**src/rtl/cpu_int_pkg.sv**
```systemverilog
// cpu_int_pkg: shared types and constants for the interrupt/reset sequencer.
package cpu_int_pkg;
   typedef enum logic [2:0] {
      RST_WAIT, RST_STK, IDLE, PUSH_PCH, PUSH_PCL, PUSH_P, VEC_LO, VEC_HI
   } state_t;
   typedef enum logic [1:0] {SRC_NONE, SRC_NMI, SRC_IRQ, SRC_BRK} src_t;
   localparam logic [1:0] PSEL_NONE = 2'd0;
   localparam logic [1:0] PSEL_PCH  = 2'd1;
   localparam logic [1:0] PSEL_PCL  = 2'd2;
   localparam logic [1:0] PSEL_P    = 2'd3;
   localparam logic [15:0] DEF_NMI_VEC = 16'hFFFA;
   localparam logic [15:0] DEF_RES_VEC = 16'hFFFC;
   localparam logic [15:0] DEF_IRQ_VEC = 16'hFFFE;
endpackage

```
**src/rtl/nmi_edge_det.sv**
```systemverilog
// nmi_edge_det: falling-edge detector on nmi_n with a sticky pending flag.
module nmi_edge_det (
   input  logic clk,
   input  logic reset,
   input  logic nmi_n,
   input  logic clr,
   output logic pend
);
   logic hist;
   always_ff @(posedge clk or posedge reset)
      if (reset) begin
         hist <= 1'b1;
         pend <= 1'b0;
      end else begin
         hist <= nmi_n;
         pend <= (hist & ~nmi_n) | (pend & ~clr);
      end
endmodule

```
**src/rtl/int_sequencer.sv**
```systemverilog
// int_sequencer: reset/NMI/IRQ/BRK sequencer that pushes PC and P, then loads the vector.
module int_sequencer
   import cpu_int_pkg::*;
#(
   parameter logic [15:0] NMI_VEC = DEF_NMI_VEC,
   parameter logic [15:0] RES_VEC = DEF_RES_VEC,
   parameter logic [15:0] IRQ_VEC = DEF_IRQ_VEC
) (
   input  logic        clk,
   input  logic        reset,
   input  logic        nmi_n,
   input  logic        irq_n,
   input  logic        i_flag,
   input  logic        brk,
   input  logic        instr_boundary,
   input  logic [7:0]  sp,
   output logic        seq_active,
   output logic [15:0] addr,
   output logic [1:0]  push_sel,
   output logic        write_en,
   output logic        sp_dec,
   output logic        pcl_load,
   output logic        pch_load,
   output logic        set_i,
   output logic        b_flag,
   output logic        done
);
   state_t      state, state_nx;
   src_t        src, src_nx;
   logic [1:0]  cnt;
   logic        nmi_pend, irq_ok, start, hijack, stk, push;
   logic [15:0] vec;
   assign irq_ok = ~irq_n & ~i_flag;
   assign start  = (state == IDLE) & instr_boundary & (nmi_pend | irq_ok | brk);
   // a pending NMI at the last push takes over the vector and is consumed
   assign hijack = (state == PUSH_P) & nmi_pend;
   nmi_edge_det u_nmi (
      .clk(clk),
      .reset(reset),
      .nmi_n(nmi_n),
      .clr(hijack),
      .pend(nmi_pend)
   );
   always_ff @(posedge clk or posedge reset)
      if (reset) begin
         state <= RST_WAIT;
         src   <= SRC_NONE;
         cnt   <= 2'd0;
      end else begin
         state <= state_nx;
         src   <= src_nx;
         cnt   <= (state == RST_STK) ? cnt + 2'd1 : 2'd0;
      end
   always_comb begin
      state_nx = state;
      src_nx   = src;
      case (state)
         RST_WAIT: state_nx = RST_STK;
         RST_STK:  state_nx = (cnt == 2'd2) ? VEC_LO : RST_STK;
         IDLE: if (start) begin
            state_nx = PUSH_PCH;
            src_nx   = nmi_pend ? SRC_NMI : irq_ok ? SRC_IRQ : SRC_BRK;
         end
         PUSH_PCH: state_nx = PUSH_PCL;
         PUSH_PCL: state_nx = PUSH_P;
         PUSH_P: begin
            state_nx = VEC_LO;
            src_nx   = hijack ? SRC_NMI : src;
         end
         VEC_LO: state_nx = VEC_HI;
         VEC_HI: begin
            state_nx = IDLE;
            src_nx   = SRC_NONE;
         end
         default: state_nx = RST_WAIT;
      endcase
   end
   assign vec  = (src == SRC_NMI) ? NMI_VEC : (src == SRC_NONE) ? RES_VEC : IRQ_VEC;
   assign push = state inside {PUSH_PCH, PUSH_PCL, PUSH_P};
   assign stk  = push | (state == RST_STK);
   assign seq_active = state != IDLE;
   assign addr = stk ? {8'h01, sp} : (state == VEC_LO) ? vec : (state == VEC_HI) ? vec + 16'd1 : 16'd0;
   assign push_sel = (state == PUSH_PCH) ? PSEL_PCH : (state == PUSH_PCL) ? PSEL_PCL :
                     (state == PUSH_P) ? PSEL_P : PSEL_NONE;
   assign write_en = push;
   assign sp_dec   = stk;
   assign pcl_load = state == VEC_LO;
   assign set_i    = state == VEC_LO;
   assign pch_load = state == VEC_HI;
   assign done     = state == VEC_HI;
   assign b_flag   = (state == PUSH_P) & (src == SRC_BRK);
endmodule
```
**config.mk**
```make
export PLATFORM = sky130hd
export DESIGN_NAME = int_sequencer
export DESIGN_NICKNAME = d
export VERILOG_FILES = /design/src/rtl/cpu_int_pkg.sv /design/src/rtl/nmi_edge_det.sv /design/src/rtl/int_sequencer.sv
export SDC_FILE = /design/constraint.sdc
export NUM_CORES = 1
export LEC_CHECK = 0
export ABC_AREA = 0
export BUFFER_PORTS_ARGS = -buffer_cell sky130_fd_sc_hd__buf_2
export CAP_MARGIN = 25
export CORE_ASPECT_RATIO = 0.7
export CORE_MARGIN = 3
export CORE_UTILIZATION = 30
export CTS_CLUSTER_SIZE = 24
export DETAILED_ROUTE_END_ITERATION = 10
export SKIP_LAST_GASP = 1
export SYNTH_ARGS = -nofsm -noshare
export SYNTH_HDL_FRONTEND = slang
export SYNTH_SLANG_ARGS = --single-unit
```
**constraint.sdc**
```tcl
create_clock -name clk -period 1.56 [get_ports clk]
set_input_delay 0.234 -clock clk [delete_from_list [all_inputs] [get_ports clk]]
set_output_delay 0.234 -clock clk [all_outputs]
set_load 0.1 [all_outputs]
```
==> results.yml, run 1 <==
route:
  vias: 757
  routed_wl_um: 2180
  drc_errors: 0
  wl_per_cell_um: 13.7
  drt_iter0_markers: 12
  route.antenna.remaining_nets: 0
  vias_per_cell: 4.76
  drt_pre_antenna_iters: 4
floorplan:
  die_w_um: 61.7
  core-area_um2: 1950
  start_util_pct: 33.3
  row_count: 13
  die_h_um: 45.0
  die-area_um2: 2770
  io_pins: 41
outcome:
  violations: "setup timing"
  run_status: "finished with violations"
sta:
  skew_ns: 0.00518
  finalSetupViolations: 22
  fin_setup_tns_ns: -1.94
  maxSlewHeadroom_pct: 78.0
  timing.final.ws_setup_ns: -0.149
  fin_crit_ns: 1.71
  slew_violations: 0
  hold_violations: 0
  timing.fmax_mhz: 585
  max_slew.worst_pin.slew_ns: 0.330
  rsz0062_at_grt: "yes"
  period_share_pct: 110
cts:
  clockBufferDepth: 2
  htreeDepth: 1
  numCtsBuffers: 3
  clkTransAtPathRegs_ns: 0.06
  cts.sink_count: 9
  clock_latency_ns: 0.26
  root_buffer: "clkbuf_4"
  cts_tree: "built"
cells_and_area:
  area_growth_pct: 135
  multi_input_area_um2: 442
  layout_common_cells: "buf_12, buf_2, buf_4"
  antenna-diode-count: 0
  layout.nets: 154
  drive_above_1_share_pct: 66.4
  final_common_cell: "buf_12"
  fillers: 128
  ff_latch_area_um2: 229
placed_design:
  io_buffers: 40
  routabilityCongestion: 0.748
  place_hpwl_um: 1630
flow_run:
  cap_violations: 0
setup_path:
  r2r_cells: 3
  startpoint_type: "flip-flop"
  arrival_ns: 1.48
  path_class: "reg2out"
  critPathRequiredTime_ns: 1.33
  endpoint_kind: "output pin"
  cp_max_fo: 7
min_path:
  hp-class: "in2reg"
  min_path_cells: 1
synthesis:
  yosys_warnings: 0
  synth_cells: 84
  yosysSeqAreaShare_pct: 34.8
  synth-seq-cells: 9
  synth.avg_cell_area_um2: 7.75
  synth.distinct_cells: 28
  syn-num-nets: 100
  synth_area_um2: 651
global_route:
  grt_pass1_wl_um: 3600
  overflow: 0
  antenna_found_initial: 0
  grt_pass1_vias: 753
  track_usage_pct: 18.2
  grt_max_degree: 13
==> critical path, cell delays in order, from the launching register on <==
cell and delay, ns:
dfrtp_2 0.44, nand2_4 0.10, clkinvlp_4 0.22, a21oi_2 0.22
a31oi_4 0.05, buf_12 0.18
==> flip-flops by register name, summed over array words and instances, names as in the netlist <==
signal      count
u_nmi.hist      1
cnt             2
state           3
u_nmi.pend      1
src             2
==> worst paths after layout <==
| kind | startpoint | to | slack [ns] |
|---|---|---|---|
| max in group asynchronous | reset | u_nmi.hist$_DFF_PP1_ | 0.80 |
| worst min register to register | cnt[0]$_DFF_PP0_ | cnt[0]$_DFF_PP0_ | 0.44 |
| min in group asynchronous | reset | cnt[1]$_DFF_PP0_ | 0.47 |
| worst max-delay path | state[2]$_DFFE_PP0P_ | addr[1] | -0.15 |
| worst max register to register | u_nmi.pend$_DFF_PP0_ | state[0]$_DFFE_PP0P_ | 0.17 |
| worst min-delay path | nmi_n | u_nmi.hist$_DFF_PP1_ | 0.09 |
==> kinds of logic after synthesis <==
group / count (synthesis) / synth area share, %
simple gates: 33 / 24.2
flops: 9 / 34.8
compound gates: 20 / 21.5
buf+inv: 21 / 17.5
fa+ha+maj: 1 / 1.92
==> final cells by class <==
| type | count | area share [%] |
|---|---|---|
| Timing Repair Buffer | 61 | 49.9 |
| Multi-Input combinational cell | 54 | 28.8 |
| Sequential cell | 9 | 15.0 |
| Inverter | 9 | 2.78 |
| Tap cell | 22 | 1.80 |
| Clock buffer | 4 | 1.72 |
==> cell usage after synthesis <==
master / instances / area, um2
nand2_1: 16 / 60.1
buf_4: 8 / 60.1
dfrtp_1: 8 / 200
inv_1: 8 / 30.0
a21oi_1: 5 / 25.0
nor2_1: 5 / 18.8
a31oi_1: 3 / 18.8
buf_2: 3 / 15.0
nor2b_1: 3 / 18.8
o21ai_0: 3 / 15.0
and3_1: 2 / 12.5
nand3b_1: 2 / 15.0
o21a_1: 2 / 15.0
o22ai_1: 2 / 12.5
a21o_1: 1 / 7.51
a31o_1: 1 / 8.76
a31o_2: 1 / 8.76
and2_1: 1 / 6.26
clkbuf_2: 1 / 5.00
dfstp_2: 1 / 26.3
ha_1: 1 / 12.5
inv_2: 1 / 3.75
nor3_1: 1 / 5.00
nor3b_1: 1 / 7.51
o211ai_1: 1 / 7.51
o311a_4: 1 / 21.3
or2_2: 1 / 6.26
or3_2: 1 / 7.51
==> per-stage QoR <==
stage | setup slack (ns) | instance area, um2 | hold slack (ns) | utilization [%] | instances
after floorplan | -0.635 | 766 | 0.0612 | - | 84
after global placement | -0.0170 | 1340 | 0.199 | 68.8 | 145
after detailed placement | -0.0283 | 1340 | 0.206 | 68.8 | 145
after CTS | -0.165 | 1500 | 0.0785 | 76.9 | 157
after global routing | -0.222 | 1530 | 0.0666 | 78.5 | 159
final | -0.149 | 1530 | 0.0870 | 78.5 | 159
==> metal layers <==
layer  part of all wire [%]  wire length (um)  vias to the layer above  GRT usage, %
li1                       -                 -                      376             -
met1                     39               850                      354          21.2
met2                     56              1210                       25          33.4
met3                    4.9               106                        2          5.43
met4                   0.46                10                        0          2.54
met5                      0                 0                        -             0
==> what timing repair did <==
item                                    4_1_cts  5_1_grt
resized for setup                            19        5
pin swaps                                     6        1
setup buffers                                 7        2
endpoints found under the setup margin       26       26
endpoints found under the hold margin         8        0
hold buffers                                  1        0
Power of run 1 is not shown: default switching activity piles up to over one toggle a cycle in this logic, so the estimate is an artifact.
==> run 2: changes to the inputs <==
- CORE_UTILIZATION: 30 -> 32
==> run 2 against run 1 <==
  * The run still ends with setup timing left
  * Critical path depth is the same
  * Via count grew 13%
  * Non-clock buffer count grew 3
  * Global-route usage grew 3.2 points
  * Sequential share of layout area shrank 0.95 points
  * Sequential cell count is the same
==> results.yml, run 2 (synthesis gave the netlist of run 1 again) <==
outcome:
  run_status: "finished with violations"
  violations: "setup timing"
cts:
  cts.sink_count: 9
  numCtsBuffers: 3
  clockBufferDepth: 2
  clock_latency_ns: 0.26
  root_buffer: "clkbuf_4"
  clkTransAtPathRegs_ns: 0.07
  cts_tree: "built"
  htreeDepth: 1
placed_design:
  dp_slack_ns: 0.00634
  place_hpwl_um: 1610
  routabilityCongestion: 0.865
  io_buffers: 40
route:
  route.antenna.remaining_nets: 0
  drt_pre_antenna_iters: 4
  drc_errors: 0
  vias: 854
  wl_per_cell_um: 20.3
  routed_wl_um: 3270
  vias_per_cell: 5.30
  drt_iter0_markers: 30
setup_path:
  slowest_stage: "dfrtp_2"
  cp_max_fo: 4
  arrival_ns: 1.48
  path_class: "reg2out"
  startpoint_type: "flip-flop"
  critPathMaxStageDelay_ns: 0.46
  worstPathCellList: "nand2_4 -> clkinvlp_4 -> buf_6 -> a31oi_4 -> buf_12"
  critPathRequiredTime_ns: 1.33
  endpoint_kind: "output pin"
  timing.critical_path.buf_inv: 3
  crit_family: "buffers and inverters"
sta:
  slew_violations: 0
  maxSlewHeadroom_pct: 76.0
  fin_crit_ns: 1.71
  fin_setup_tns_ns: -2.33
  holdWs_ns: 0.0839
  rsz0062_at_grt: "yes"
  period_share_pct: 110
  timing.fmax_mhz: 584
  hold_violations: 0
  skew_ns: 0.00248
  finalSetupViolations: 25
  timing.final.ws_setup_ns: -0.152
  max_slew.worst_pin.slew_ns: 0.360
floorplan:
  die_h_um: 43.7
  core-area_um2: 1740
  row_count: 12
  start_util_pct: 37.4
  io_pins: 41
  die_w_um: 59.9
  die-area_um2: 2620
global_route:
  grt_pass1_vias: 838
  track_usage_pct: 21.4
  overflow: 0
  grt_max_degree: 13
  antenna_found_initial: 0
  grt_pass1_wl_um: 4130
min_path:
  hp-class: "in2reg"
cells_and_area:
  largest_register: "state"
  antenna-diode-count: 0
  layout_common_cells: "buf_12, buf_2, buf_4"
  drive_above_1_share_pct: 74.3
  largest_register_ffs: 3
  final_common_cell: "buf_12"
  layout.nets: 157
  reg.largest.list: "state: 3 flops, cnt: 2 flops, src: 2 flops"
  area_growth_pct: 151
  fillers: 52
flow_run:
  cap_violations: 0
==> run 2: cell types whose count changed in the layout (fill, tap and decap cells not counted) <==
cell     previous run  this run
o21ai_2             1         0
nand2_2             1        10
o21ai_4             0         1
nand2_1            13         3
nand2_4             2         3
a21oi_2             1         0
buf_4              14        12
and2_4              0         1
buf_6               7        10
a21oi_4             1         2
buf_12             25        27
and2_2              1         0
==> run 2: layout make-up <==
cell class | count | area, um2 | area share (%)
Timing Repair Buffer | 64 | 823 | 50.3
Multi-Input combinational cell | 54 | 488 | 29.8
Sequential cell | 9 | 229 | 14.0
Inverter | 9 | 42.5 | 2.60
Clock buffer | 4 | 26.3 | 1.61
Tap cell | 21 | 26.3 | 1.61
==> run 2: per-stage QoR <==
stage	instance area (um2)	cells	utilization (%)
after detailed placement	1330	142	76.2
after floorplan	766	84	-
final	1640	161	93.9
after CTS	1540	154	88.3
after global placement	1330	142	76.2
after global routing	1640	161	93.9
==> run 2: worst paths after layout <==
check	start	to	slack (ns)	cells after the start
max reg2reg	state[1]$_DFFE_PP0P_	src[1]$_DFFE_PP0P_	0.11	7
max	state[1]$_DFFE_PP0P_	addr[1]	-0.15	5
min	nmi_n	u_nmi.hist$_DFF_PP1_	0.08	1
min in group asynchronous	reset	cnt[1]$_DFF_PP0_	0.47	3
min reg2reg	cnt[0]$_DFF_PP0_	cnt[0]$_DFF_PP0_	0.43	1
max in group asynchronous	reset	u_nmi.hist$_DFF_PP1_	0.78	3
==> run 2: layer usage <==
metal | track usage [%] | up-vias | routed length, um
met5 | 0 | - | 0
met3 | 5.06 | 6 | 393
li1 | - | 383 | -
met2 | 40.9 | 64 | 1610
met1 | 21.7 | 401 | 1210
met4 | 9.29 | 0 | 57
==> run 2: repair_timing <==
action / 4_1_cts / 5_1_grt
hold endpoints to repair: 8 / 0
resized for setup: 35 / 12
hold buffers: 1 / 0
endpoints found under the setup margin: 25 / 26
buffers inserted: 7 / 7
pin swaps: 16 / 10
Power of run 2 is left out for the same reason.
